### config.mk
export PLATFORM = sky130hd
export DESIGN_NAME = fifo_sync_param
export DESIGN_NICKNAME = d
export VERILOG_FILES = /design/src/rtl/fifo_sync_param.sv
export SDC_FILE = /design/constraint.sdc
export NUM_CORES = 2
export LEC_CHECK = 0
export CAP_MARGIN = 20
export CELL_PAD_IN_SITES_DETAIL_PLACEMENT = 2
export CELL_PAD_IN_SITES_GLOBAL_PLACEMENT = 2
export CORE_MARGIN = 4
export CORE_UTILIZATION = 40
export CTS_CLUSTER_SIZE = 24
export DETAILED_ROUTE_END_ITERATION = 12
export PLACE_DENSITY_LB_ADDON = 0.1
export SYNTH_ARGS = -nofsm -noshare
export SYNTH_HDL_FRONTEND = slang
export SYNTH_SLANG_ARGS = --single-unit
### constraint.sdc
create_clock -name Clk -period 5.7 [get_ports Clk]
set_clock_uncertainty 0.1 [all_clocks]
set_input_delay 0.57 -clock Clk [delete_from_list [all_inputs] [get_ports Clk]]
set_output_delay 0.57 -clock Clk [all_outputs]
set_load 0.1 [all_outputs]
### src/rtl/fifo_sync_param.sv
// Parametrised single-clock FIFO with registered status, log-coded fill flags,
// sticky overflow/underflow and an optional extra output register on DOUT.
module fifo_sync_param #(
    parameter int DATA_WIDTH = 8,
    parameter int ADDR_WIDTH = 9,
    parameter int AF_LEVEL   = (1 << ADDR_WIDTH) - 4,
    parameter int AE_LEVEL   = 4,
    parameter bit REG_RD     = 1'b0
) (
    input  logic                  Clk,
    input  logic                  Async_Flush,
    input  logic                  Clk_En,
    input  logic                  Fifo_Push_Flush,
    input  logic                  Fifo_Pop_Flush,
    input  logic                  PUSH,
    input  logic [DATA_WIDTH-1:0] DIN,
    input  logic                  POP,
    output logic [DATA_WIDTH-1:0] DOUT,
    output logic                  Full,
    output logic                  Empty,
    output logic                  Almost_Full,
    output logic                  Almost_Empty,
    output logic [3:0]            PUSH_FLAG,
    output logic [3:0]            POP_FLAG,
    output logic [ADDR_WIDTH:0]   Count,
    output logic                  Overflow,
    output logic                  Underflow
);

    localparam int                DEPTH     = 1 << ADDR_WIDTH;
    localparam logic [ADDR_WIDTH:0] DEPTH_CNT = (ADDR_WIDTH+1)'(DEPTH);
    localparam logic [ADDR_WIDTH:0] AF_CNT    = (ADDR_WIDTH+1)'(AF_LEVEL);
    localparam logic [ADDR_WIDTH:0] AE_CNT    = (ADDR_WIDTH+1)'(AE_LEVEL);
    localparam logic [ADDR_WIDTH:0] CNT_ONE   = (ADDR_WIDTH+1)'(1);
    localparam logic [ADDR_WIDTH-1:0] PTR_ONE = ADDR_WIDTH'(1);
    localparam logic [3:0]          PUSH_FLAG_RST = 4'(ADDR_WIDTH + 1);

    // code(n): 0 for n==0, otherwise index of the highest set bit plus one
    function automatic logic [3:0] flag_code(input logic [ADDR_WIDTH:0] n);
        logic [3:0] c;
        c = 4'd0;
        for (int i = 0; i <= ADDR_WIDTH; i++) begin
            if (n[i]) c = 4'(i + 1);
        end
        return c;
    endfunction

    logic [DATA_WIDTH-1:0] mem [DEPTH];

    logic [ADDR_WIDTH-1:0] wptr_q, wptr_d, rptr_q, rptr_d;
    logic [ADDR_WIDTH:0]   count_q, count_d;
    logic [DATA_WIDTH-1:0] rd_q, rd_d;
    logic                  full_q, full_d, empty_q, empty_d;
    logic                  af_q, af_d, ae_q, ae_d;
    logic [3:0]            push_flag_q, push_flag_d, pop_flag_q, pop_flag_d;
    logic                  ovf_q, ovf_d, unf_q, unf_d;

    logic flush, push_ok, pop_ok, wr_en;

    assign flush   = Fifo_Push_Flush | Fifo_Pop_Flush;
    assign push_ok = PUSH & ~full_q;
    assign pop_ok  = POP & ~empty_q;
    assign wr_en   = Clk_En & ~flush & push_ok;

    always_comb begin
        wptr_d  = wptr_q;
        rptr_d  = rptr_q;
        count_d = count_q;
        rd_d    = rd_q;
        ovf_d   = ovf_q;
        unf_d   = unf_q;
        if (Clk_En) begin
            if (flush) begin
                wptr_d  = '0;
                rptr_d  = '0;
                count_d = '0;
                rd_d    = '0;
                ovf_d   = 1'b0;
                unf_d   = 1'b0;
            end else begin
                if (push_ok) wptr_d = wptr_q + PTR_ONE;
                if (pop_ok) begin
                    rptr_d = rptr_q + PTR_ONE;
                    rd_d   = mem[rptr_q];
                end
                case ({push_ok, pop_ok})
                    2'b10:   count_d = count_q + CNT_ONE;
                    2'b01:   count_d = count_q - CNT_ONE;
                    default: count_d = count_q;
                endcase
                if (PUSH & full_q)  ovf_d = 1'b1;
                if (POP  & empty_q) unf_d = 1'b1;
            end
        end
        // Status is derived from the post-edge count so it moves with Count
        full_d      = (count_d == DEPTH_CNT);
        empty_d     = (count_d == '0);
        af_d        = (count_d >= AF_CNT);
        ae_d        = (count_d <= AE_CNT);
        pop_flag_d  = flag_code(count_d);
        push_flag_d = flag_code(DEPTH_CNT - count_d);
    end

    always_ff @(posedge Clk) begin
        if (wr_en) mem[wptr_q] <= DIN;
    end

    always_ff @(posedge Clk or posedge Async_Flush) begin
        if (Async_Flush) begin
            wptr_q      <= '0;
            rptr_q      <= '0;
            count_q     <= '0;
            rd_q        <= '0;
            full_q      <= 1'b0;
            empty_q     <= 1'b1;
            af_q        <= (AF_LEVEL == 0);
            ae_q        <= 1'b1;
            push_flag_q <= PUSH_FLAG_RST;
            pop_flag_q  <= 4'd0;
            ovf_q       <= 1'b0;
            unf_q       <= 1'b0;
        end else begin
            wptr_q      <= wptr_d;
            rptr_q      <= rptr_d;
            count_q     <= count_d;
            rd_q        <= rd_d;
            full_q      <= full_d;
            empty_q     <= empty_d;
            af_q        <= af_d;
            ae_q        <= ae_d;
            push_flag_q <= push_flag_d;
            pop_flag_q  <= pop_flag_d;
            ovf_q       <= ovf_d;
            unf_q       <= unf_d;
        end
    end

    generate
        if (REG_RD) begin : g_out_reg
            logic [DATA_WIDTH-1:0] dout_q, dout_d;
            always_comb begin
                dout_d = dout_q;
                if (Clk_En) dout_d = flush ? '0 : rd_q;
            end
            always_ff @(posedge Clk or posedge Async_Flush) begin
                if (Async_Flush) dout_q <= '0;
                else             dout_q <= dout_d;
            end
            assign DOUT = dout_q;
        end else begin : g_no_out_reg
            assign DOUT = rd_q;
        end
    endgenerate

    assign Full         = full_q;
    assign Empty        = empty_q;
    assign Almost_Full  = af_q;
    assign Almost_Empty = ae_q;
    assign PUSH_FLAG    = push_flag_q;
    assign POP_FLAG     = pop_flag_q;
    assign Count        = count_q;
    assign Overflow     = ovf_q;
    assign Underflow    = unf_q;

endmodule

==> results.md <==
| Stage | Item | Reported |
| --- | --- | --- |
| critical path | Launching element type of the critical path | register |
| sta | Max-slew headroom at the worst pin | 13.0% |
| synthesis | Number of library cell types mapped by synthesis | 83 |
| power | Power per cell area | 359 nW/um2 |
| global route | Layer carrying the most global-route usage | met2 |
| critical path | Standard cell with the maximum stage delay on the critical path | dfrtp_4 |
| critical path | Crit Path Class | reg -> reg |
| global route | Overall track demand over capacity in global routing | 24.5% |
| global route | Global-route track usage on met2 | 39.5% |
| synthesis | Count of flip-flops with a built-in enable after synthesis | 4096 |
| synthesis | Number of standard cells after synthesis | 7273 |
| clock network | Clock tree root buffer cell | clkbuf_16 |
| global route | Met1 GRT Util | 35.2% |
| floorplan | Std-Cell Core Area | 400000 um2 |
| placed design | Post-DP HPWL | 310 mm |
| min path | Hold path startpoint | DIN[0] |
| synthesis | Mean Syn Cell Area | 22.1 um2 |
| drt | Count of vias placed by the detailed router | 79.9k |
| synthesis | Mux contribution to synthesized area | 16.4% |
| clock network | TritonCTS sink count | 4146 |
| sta | Final max-slew violation count | 0 |
| status | Outcome | finished, final reports clean |
| critical path | Category of cells accounting for the largest share of critical-path delay | compound AO/OA/AOI/OAI gates |
| sta | Final Cycle Share | 92.5% |
| placed design | Final weighted congestion in routability-driven placement | 0.795 |
| finish | Number of cells in the finished layout apart from fillers | 13.3k |
| sta | Final period demand of the worst path | 5.27 ns |
| finish | Final #Nets | 7702 |
| critical path | Highest cell delay on the worst timing path | 1.23 ns |
| global route | Largest net degree at the start of global routing | 176 |
| clock network | TritonCTS clock tree | yes |
| finish | Core utilization of the finished layout | 46.0% |
| global route | GR Util met3 | 3.10% |
| finish | Final cell area excluding filler cells | 184000 um2 |
| floorplan | I/O pin count | 47 |
| synthesis | Most frequently used flop master after synthesis | edfxtp_1 |
| synthesis | Synthesized-area fraction occupied by ao, oa, aoi and oai cells | 2.42% |
| finish | Synthesis-to-finish area growth | 14.3% |
| clock network | Clock transition at path regs | 0.06 ns |
| critical path | Arrival time of data at the critical path endpoint | 6.04 ns |
| floorplan | Rows | 232 |
| drt | Via count normalized by instance count | 6.00 |
| sta | Fin. Hold Viols | 0 |
| synthesis | Combinational family with the most area after synthesis | multiplexers |
| floorplan | DIE HEIGHT | 642 um |
| floorplan | Horiz. Die Dim | 642 um |
| placed design | Total cell area at the placement stage | 170000 um2 |
| drt | Post-route DRC violation count | 0 |
| placed design | Input/output buffers | 46 |
| finish | Ratio of cells with drive above 1 in the final layout | 27.3% |
| critical path | Largest fanout on the critical path | 28 |
| global route | Via count of the first global-routing pass | 85.6k |
| synthesis | Post-synthesis simple-gate area fraction | 2.38% |
| critical path | Endpoint required time on the critical path | 6.46 ns |
| synthesis | Most repeated cell in the gate-level netlist after synthesis | edfxtp_1 |
| power | Highest ir drop seen on vdd | 255 uV |
| global route | Antenna violations before repair | 41 |
| synthesis | Net Count, Synth | 7299 |
| drt | Wire length per cell | 38.3 um |
| synthesis | Cell area after synthesis | 161000 um2 |
| critical path | Buf/Inv on CP | 2 |
| critical path | Sort of element at the end of the critical path | register |
| min path | Classification of the worst-slack hold path | in -> reg |
| floorplan | Initial Util | 40.2% |
| job | Max-cap viol count | 0 |
| placed design | Placed cells | 12.5k |
| sta | Worst-Margin Slew | 1.30 ns |
| sta | Highest attainable clock frequency | 190 MHz |
| synthesis | Cell type contributing the most total cell area after synthesis | edfxtp_1 |
| drt | Detailed-routing iteration count for the pre-antenna-repair pass | 8 |
| critical path | Cells traversed along the worst timing path | buf_12, buf_4, mux4_2, a22o_1, a221oi_1, o22ai_1, o21ai_0, nand2_1, o31ai_1, o21ai_0 |
| drt | Residual antenna-violating net count after detailed routing | 0 |
| synthesis | Synth Area in XOR/XNOR | 0.0381% |
| sta | Unrepaired setup endpoints after global routing | false |
| critical path | Launching element of the worst setup path | rptr_q[0] |
| critical path | Reg2reg start | rptr_q[0] |
| clock network | Total clock buffers created by CTS | 448 |
| synthesis | Register area share after synthesis | 77.2% |
| synthesis | Adder-Cell Fraction of Synth Area | 0.0855% |
| synthesis | Post-synthesis register bit count | 4146 |
| global route | Overall overflow remaining after global route | 0 |
| synthesis | Synth Warn # | 0 |
| synthesis | Cell types occupying the most area after synthesis | edfxtp_1 76%, mux4_2 16%, nor2_1 1.3%, dfrtp_1 0.72%, clkbuf_1 0.58% |
| clock network | Maximum root-to-sink buffer count | 4 |
| clock network | Number of H-tree levels | 5 |
| critical path | Worst path most repeated cell | o21ai_0 |
| clock network | CTS-repair resized insts | 0 |
| drt | Iter 0 DRT Violations | 9139 |
| sta | Post-Route Setup TNS | 0 ns |
| synthesis | Proportion of netlist area held by the largest area contributor | 76.4% |
| clock network | Clock insertion delay at the later pin of the skew report | 1.00 ns |
| power | P_leak | 55.1 nW |
| global route | First-pass GRT wire length | 718 mm |
| floorplan | Die Area | 413000 um2 |
| synthesis | List of most frequent post-synthesis cells | 4096 x edfxtp_1, 1145 x mux4_2, 565 x nor2_1, 250 x clkbuf_1, 117 x nand2_1 |
| sta | Setup violators final | 0 |
| drt | Routed Wire Length | 511 mm |
| synthesis | Async set-or-reset flop fraction in the synthesized netlist | 1.21% |
-- per-layer routing --
metal / vias up / wire (um)
li1: 31600 / -
met1: 44700 / 219000
met2: 2940 / 247000
met3: 634 / 29900
met4: 6 / 14900
met5: - / 42
-- final cells by class --
| type | instances | area [um2] |
|---|---|---|
| Sequential cell | 4146 | 124000 |
| Antenna cell | 6 | 15.0 |
| Clock inverter | 263 | 2440 |
| Fill cell | 35300 | 216000 |
| Multi-Input combinational cell | 2650 | 34500 |
| Inverter | 19 | 71.3 |
| Tap cell | 5265 | 6590 |
| Timing Repair Buffer | 411 | 4170 |
| Clock buffer | 556 | 11800 |
-- final timing paths --
path                          endpoint  slack (ns)  cells past startpoint
setup reg to reg               DOUT[2]        0.43                     10
hold reg to reg               Overflow        0.40                      2
max in group asynchronous    rptr_q[1]        4.25                      4
min in group asynchronous    Underflow        0.59                      4
hold / removal             mem[330][0]        0.06                      1
setup / recovery               DOUT[2]        0.43                     10
-- through the flow --
step                power [mW]  hold WS [ns]  worst slack, ns
finish                    66.0        0.0588            0.425
global route              68.0        0.0383            0.473
CTS                       66.6        0.0190            0.470
detailed placement        38.1         0.388            0.510
global placement          38.0         0.394            0.507
floorplan                 36.5         0.419            0.922
-- placed cells by master, fill, tap and decap left out, types with 62 or more instances in the layout --
cell	synthesis	routed
clkbuf_1	250	97
clkinv_1	0	111
a221oi_1	70	70
buf_4	80	283
edfxtp_1	4096	4096
mux4_2	1145	1145
nor2_1	565	561
clkinv_2	0	80
a21oi_1	71	71
nand2_1	117	100
clkbuf_16	0	454
a22oi_1	100	100
o21ai_0	63	62
a22o_1	71	71
buf_12	0	71
-- state kept, by name, indices dropped and copies added (netlist names) --
signal        count
Overflow          1
Full              1
rptr_q            9
Almost_Full       1
PUSH_FLAG         4
Almost_Empty      1
POP_FLAG          4
Count            10
Empty             1
Underflow         1
wptr_q            9
DOUT              8
mem            4096
-- report_power, final --
part	switching [mW]	leakage (nW)	internal, mW
logic	2.32	10.7	1.41
clock network	12.3	6.94	16.3
registers	0.0881	37.5	33.5
-- cells by family (layout without fill, tap and decap cells) --
| family | Yosys count | in the layout |
|---|---|---|
| AOI/OAI and AO/OA | 540 | 540 |
| muxes | 1206 | 1206 |
| adders and majority gates | 11 | 11 |
| xor gates and xnor gates | 7 | 7 |
| and+or+nand+nor | 886 | 886 |
| buffers and inverters | 477 | 1249 |
| other | 0 | 6 |
| DFF | 4146 | 4146 |
-- repair_timing --
item                       4_1_cts  5_1_grt
setup endpoints to repair        0        0
hold buffers                     6        0
hold endpoints to repair       123        0
buffers inserted                 0        0
No activity file was read; power rests on OpenSTA's default activity.
